File: src/rtl/rob_wb_arbiter.sv
// rob_wb_arbiter: collects completed results from NUM_SRC execution units
// through per-source FIFOs. Each cycle it picks one result round-robin and
// drives it, registered, into the results buffer. The results buffer has no
// backpressure.
//
// Ports:
//   clk, rst          clock; asynchronous active-high reset
//   flush             synchronous discard of all buffered results
//   src_valid/ready   per-source push handshake (ready from registered count)
//   src_robid/flags/  packed per-source result fields
//   src_wbs/value
//   rob_transmit      one-cycle result valid to the results buffer
//   robid/flags/wbs/  result fields; they hold their last value when idle
//   value
module rob_wb_arbiter #(
  parameter int NUM_SRC = 3,
  parameter int DEPTH   = 2
) (
  input  logic                 clk,
  input  logic                 rst,
  input  logic                 flush,
  input  logic [NUM_SRC-1:0]   src_valid,
  output logic [NUM_SRC-1:0]   src_ready,
  input  logic [NUM_SRC*4-1:0] src_robid,
  input  logic [NUM_SRC*8-1:0] src_flags,
  input  logic [NUM_SRC*8-1:0] src_wbs,
  input  logic [NUM_SRC*8-1:0] src_value,
  output logic                 rob_transmit,
  output logic [3:0]           robid,
  output logic [7:0]           flags,
  output logic [7:0]           wbs,
  output logic [7:0]           value
);

  localparam int AW = $clog2(DEPTH);
  localparam int IW = $clog2(NUM_SRC);
  localparam int EW = 28;

  typedef logic [AW:0] ptr_t;

  logic [EW-1:0] mem [NUM_SRC][DEPTH];
  ptr_t          wr_ptr [NUM_SRC];
  ptr_t          rd_ptr [NUM_SRC];

  logic [NUM_SRC-1:0] not_empty;
  logic [NUM_SRC-1:0] push;
  logic [NUM_SRC-1:0] pop;
  logic [IW-1:0]      rr;
  logic [IW-1:0]      grant_idx;
  logic [IW-1:0]      rr_next;
  logic               grant_any;
  logic [EW-1:0]      head;

  // Occupancy is taken from registered pointers only, so a pop in the same
  // cycle never makes a full FIFO ready.
  always_comb begin
    for (int unsigned i = 0; i < NUM_SRC; i++) begin
      src_ready[i] = ((wr_ptr[i] - rd_ptr[i]) != ptr_t'(DEPTH));
      not_empty[i] = (wr_ptr[i] != rd_ptr[i]);
    end
  end

  // First non-empty source at or after rr, wrapping.
  always_comb begin
    int unsigned j;
    grant_any = 1'b0;
    grant_idx = '0;
    for (int unsigned k = 0; k < NUM_SRC; k++) begin
      j = (int'(rr) + k) % NUM_SRC;
      if (!grant_any && not_empty[j]) begin
        grant_any = 1'b1;
        grant_idx = IW'(j);
      end
    end
  end

  always_comb begin
    rr_next = (grant_idx == IW'(NUM_SRC - 1)) ? '0 : grant_idx + 1'b1;
    head    = mem[grant_idx][rd_ptr[grant_idx][AW-1:0]];
    for (int unsigned i = 0; i < NUM_SRC; i++) begin
      push[i] = src_valid[i] && src_ready[i] && !flush;
      pop[i]  = grant_any && (grant_idx == IW'(i)) && !flush;
    end
  end

  // Storage needs no reset; validity is carried by the pointers.
  always_ff @(posedge clk) begin
    for (int unsigned i = 0; i < NUM_SRC; i++) begin
      if (push[i]) begin
        mem[i][wr_ptr[i][AW-1:0]] <= {src_robid[4*i +: 4], src_flags[8*i +: 8],
                                      src_wbs[8*i +: 8], src_value[8*i +: 8]};
      end
    end
  end

  always_ff @(posedge clk or posedge rst) begin
    if (rst) begin
      for (int unsigned i = 0; i < NUM_SRC; i++) begin
        wr_ptr[i] <= '0;
        rd_ptr[i] <= '0;
      end
      rr <= '0;
    end else if (flush) begin
      for (int unsigned i = 0; i < NUM_SRC; i++) begin
        wr_ptr[i] <= '0;
        rd_ptr[i] <= '0;
      end
      rr <= '0;
    end else begin
      for (int unsigned i = 0; i < NUM_SRC; i++) begin
        if (push[i]) wr_ptr[i] <= wr_ptr[i] + 1'b1;
        if (pop[i])  rd_ptr[i] <= rd_ptr[i] + 1'b1;
      end
      if (grant_any) rr <= rr_next;
    end
  end

  always_ff @(posedge clk or posedge rst) begin
    if (rst) begin
      rob_transmit <= 1'b0;
      robid        <= '0;
      flags        <= '0;
      wbs          <= '0;
      value        <= '0;
    end else if (grant_any && !flush) begin
      rob_transmit <= 1'b1;
      {robid, flags, wbs, value} <= head;
    end else begin
      rob_transmit <= 1'b0;
    end
  end

endmodule

File: config.mk
export PLATFORM = sky130hd
export DESIGN_NAME = rob_wb_arbiter
export DESIGN_NICKNAME = d
export VERILOG_FILES = /design/src/rtl/rob_wb_arbiter.sv
export SDC_FILE = /design/constraint.sdc
export NUM_CORES = 1
export LEC_CHECK = 0
export ABC_CLOCK_PERIOD_IN_PS = 7200
export BUFFER_PORTS_ARGS = -buffer_cell sky130_fd_sc_hd__buf_2
export CORE_ASPECT_RATIO = 0.7
export CORE_MARGIN = 4
export CORE_UTILIZATION = 30
export DETAILED_ROUTE_END_ITERATION = 7
export PLACE_DENSITY = 0.5
export SLEW_MARGIN = 15
export SYNTH_ARGS = -nofsm -noshare
export SYNTH_HDL_FRONTEND = slang
export SYNTH_SLANG_ARGS = --single-unit
export TNS_END_PERCENT = 20
File: constraint.sdc
create_clock -name clk -period 7.2 [get_ports clk]
set_input_delay 1.44 -clock clk [delete_from_list [all_inputs] [get_ports clk]]
set_output_delay 1.44 -clock clk [all_outputs]
set_load 0.05 [all_outputs]
==> run summary <==
Synth-to-Final Area Change: 21.2%
Count leader, synth: edfxtp_1
Fraction of synthesized cell area in xor and xnor cells: 0.0179
Top cells by count, synth: edfxtp_1, a211oi_1, dfrtp_1
TritonCTS clock tree: built
CP max stage delay: 0.70 ns
Post-synthesis async set-or-reset flop share: 0.204
Grt ovf: 0
# IOs: 122
Final setup fails: 0
Setup bufs post-CTS: 0
CP cell instances: inv_1 -> ha_1 -> and2_1 -> o31ai_1 -> and4_2 -> buf_4 -> a211oi_4 -> or2_2 -> a211oi_1
First drt pass iteration count: 4
WP data arrival: 4.15 ns
Min-Delay Path Depth: 2
Cell area after layout: 10100 um^2
Root buffer cell: clkbuf_16
Adder-cell share of the synthesized area: 0.00301
Final Hold Viols: 0
Primary FF master, synth: edfxtp_1
Clock period minus worst slack: 3.75 ns
Pwr/cell area: 509 nW/um^2
Bufs and invs on worst path: 2
Final #Nets: 721
Beginning of the worst hold path: rd_ptr[1]
Worst VDD drop: 348 uV
GP Congestion: 0.747
Post_cts resized: 0
Clk sink count: 211
Port bufs: 121
Vias/cell: 5.13
Leak Pwr: 3.56 nW
Largest family of logic cells by synthesized area: compound AO/OA/AOI/OAI gates
Die Footprint: 30500 um^2
Post-synth top area share: 0.606
Hold WS: 0.564 ns
Hold crit path type: reg2reg
Max-cap violations: 0
Sequential area share after synthesis: 0.735
CP delay by family, top: simple AND/OR/NAND/NOR gates
Synth Cell Area: 8320 um^2
Die height: 147 um
Post-DP Area: 9340 um^2
Setup tns final: 0 ns
Total Wirelength: 22600 um
Drc violations: 0
CTS H-Tree Depth: 1
Slew headroom: 0.472
Routed WL per cell: 22.4 um
RR Endpoint: wbs[0]
Setup Skew: 0.00736 ns
Worst-Skew Late Latency: 0.50 ns
HPWL after DPL: 14500 um
Core Area: 27000 um^2
Post-Synthesis Cells: 508
Compound-cell area share of the yosys netlist: 0.162
Outcome: finished clean
Clock transition at path regs: 0.06 ns
Initial core utilization: 0.308
Crit path max fanout: 39
Simple-Gate Fraction of Synth Area: 0.0487
Reg-to-Reg Start: rr[0]
Core Rows: 50
Slowest cell on crit path: and4_2
RSZ-0062 raised after global routing: no
Worst Tran Pin Value: 0.792 ns
Worst Reg-to-Reg Cells: 9
Critical Path Sink Type: flop
Critical path startpoint category: flop
Yosys reg bits: 211
YS warnings: 0
Post-Syn Area per Cell: 16.4 um^2
ANT nets after route: 0
First-pass GRT wire length: 34000 um
Post-synth EDFFs: 168
Die Wd: 207 um
Largest net degree at the start of global routing: 71
Critical path class: reg2reg
Fraction of layout cells with a size suffix above 1: 0.304
Inserted Clock Buffers: 22
Multiplexer share of the synthesized area: 0.00120
Synth cell types: 47
Synth top area cells: edfxtp_1, dfrtp_1, a211oi_1
Initial antenna violation count: 2
Clock Path Buffers: 3
Flop2flop setup slack: 3.45 ns
Fin crit share: 0.520
Syn_nets: 600
Antenna Cells: 0
Required time of the worst setup path: 7.60 ns
Vias in the first global route: 5531
Max-slew violations: 0
Drt initial violations: 280
Global Route Usage Sum: 0.145
Vias: 5178
Worst Hold End: rd_ptr[1]
Hold buffers post-CTS: 0
F_max: 0.267 GHz
Post-synth top area cell: edfxtp_1
==> state kept, by name (all words and copies together) (netlist names) <==
name,count
flags,8
mem,168
rd_ptr,6
rob_transmit,1
robid,4
rr,2
value,8
wbs,8
wr_ptr,6
==> stage by stage <==
step | power (mW) | cells | setup WS [ns] | utilization
final | 5.14 | 1009 | 3.45 | 0.373
after global placement | 3.95 | 969 | 3.72 | 0.346
after detailed placement | 4.03 | 969 | 3.52 | 0.346
after CTS | 5.20 | 1009 | 3.51 | 0.373
after floorplan | 3.43 | 508 | 2.97 | -
after global routing | 5.43 | 1009 | 3.26 | 0.373
==> cell families (layout without fill, tap and decap cells) <==
kind of cell,Yosys count,after routing
buffers and inverters,48,185
and+or+nand+nor,72,72
muxes,1,1
DFF,211,211
adders and majority gates,2,2
xor gates and xnor gates,17,17
AOI/OAI and AO/OA,157,157
==> tightest hold or removal path: cells and delay by family (launching register included) <==
kind	cells	cell delay (ns)
simple gates	1	0.08
flops	1	0.37
xor+xnor	1	0.08
==> per-layer routing <==
metal  track usage  up-vias  routed length [um]
met3        0.0397       34                1730
met5             0        -                  27
met2         0.225      147               10200
met1         0.206     2675               10300
met4        0.0274        4                 408
li1              -     2318                   -
==> report_power, final <==
| group | switching [mW] | internal, mW | total (mW) |
|---|---|---|---|
| clock | 0.460 | 0.700 | 1.16 |
| sequential | 0.113 | 1.54 | 1.66 |
| combinational | 1.57 | 0.747 | 2.32 |
| total | 2.15 | 2.99 | 5.14 |
==> placed cells by master, fill, tap and decap left out, types with 3 or more instances in the layout <==
cell type  count
a22o_1        28
clkinv_2       9
nand3_1        4
bufinv_16      3
clkbuf_16     23
a221o_1       28
a2111oi_2      3
nor2b_1       28
nor3_2         3
nor3b_2        3
xor2_1        12
a211oi_1      55
xnor2_1        5
nand2_1        7
inv_1          5
buf_2        121
dfrtp_1       43
a2111oi_0     25
edfxtp_1     168
a21oi_1        3
nor2_1        12
buf_4         18
==> final cells by class <==
cell class	count	area [um^2]
inverters	6	22.5
well taps	364	455
flip-flops and latches	211	6120
repair buffers	139	741
clock buffers	25	593
multi-input cells	249	2000
fillers	2572	16900
clock inverters	15	155
==> worst max-delay path by stage <==
stage                     slack, ns        end  depth (start not counted)  start
after floorplan                2.97  mem[0][0]                          2  flush
final                          3.45     wbs[0]                          9  rr[0]
after detailed placement       3.52   flags[6]                          9  rr[0]
after global placement         3.72     wbs[4]                          9  rr[0]
after global routing           3.26     wbs[0]                          9  rr[0]
after CTS                      3.51     wbs[4]                          9  rr[0]
Note: power is estimated with default switching activity, not from simulation.
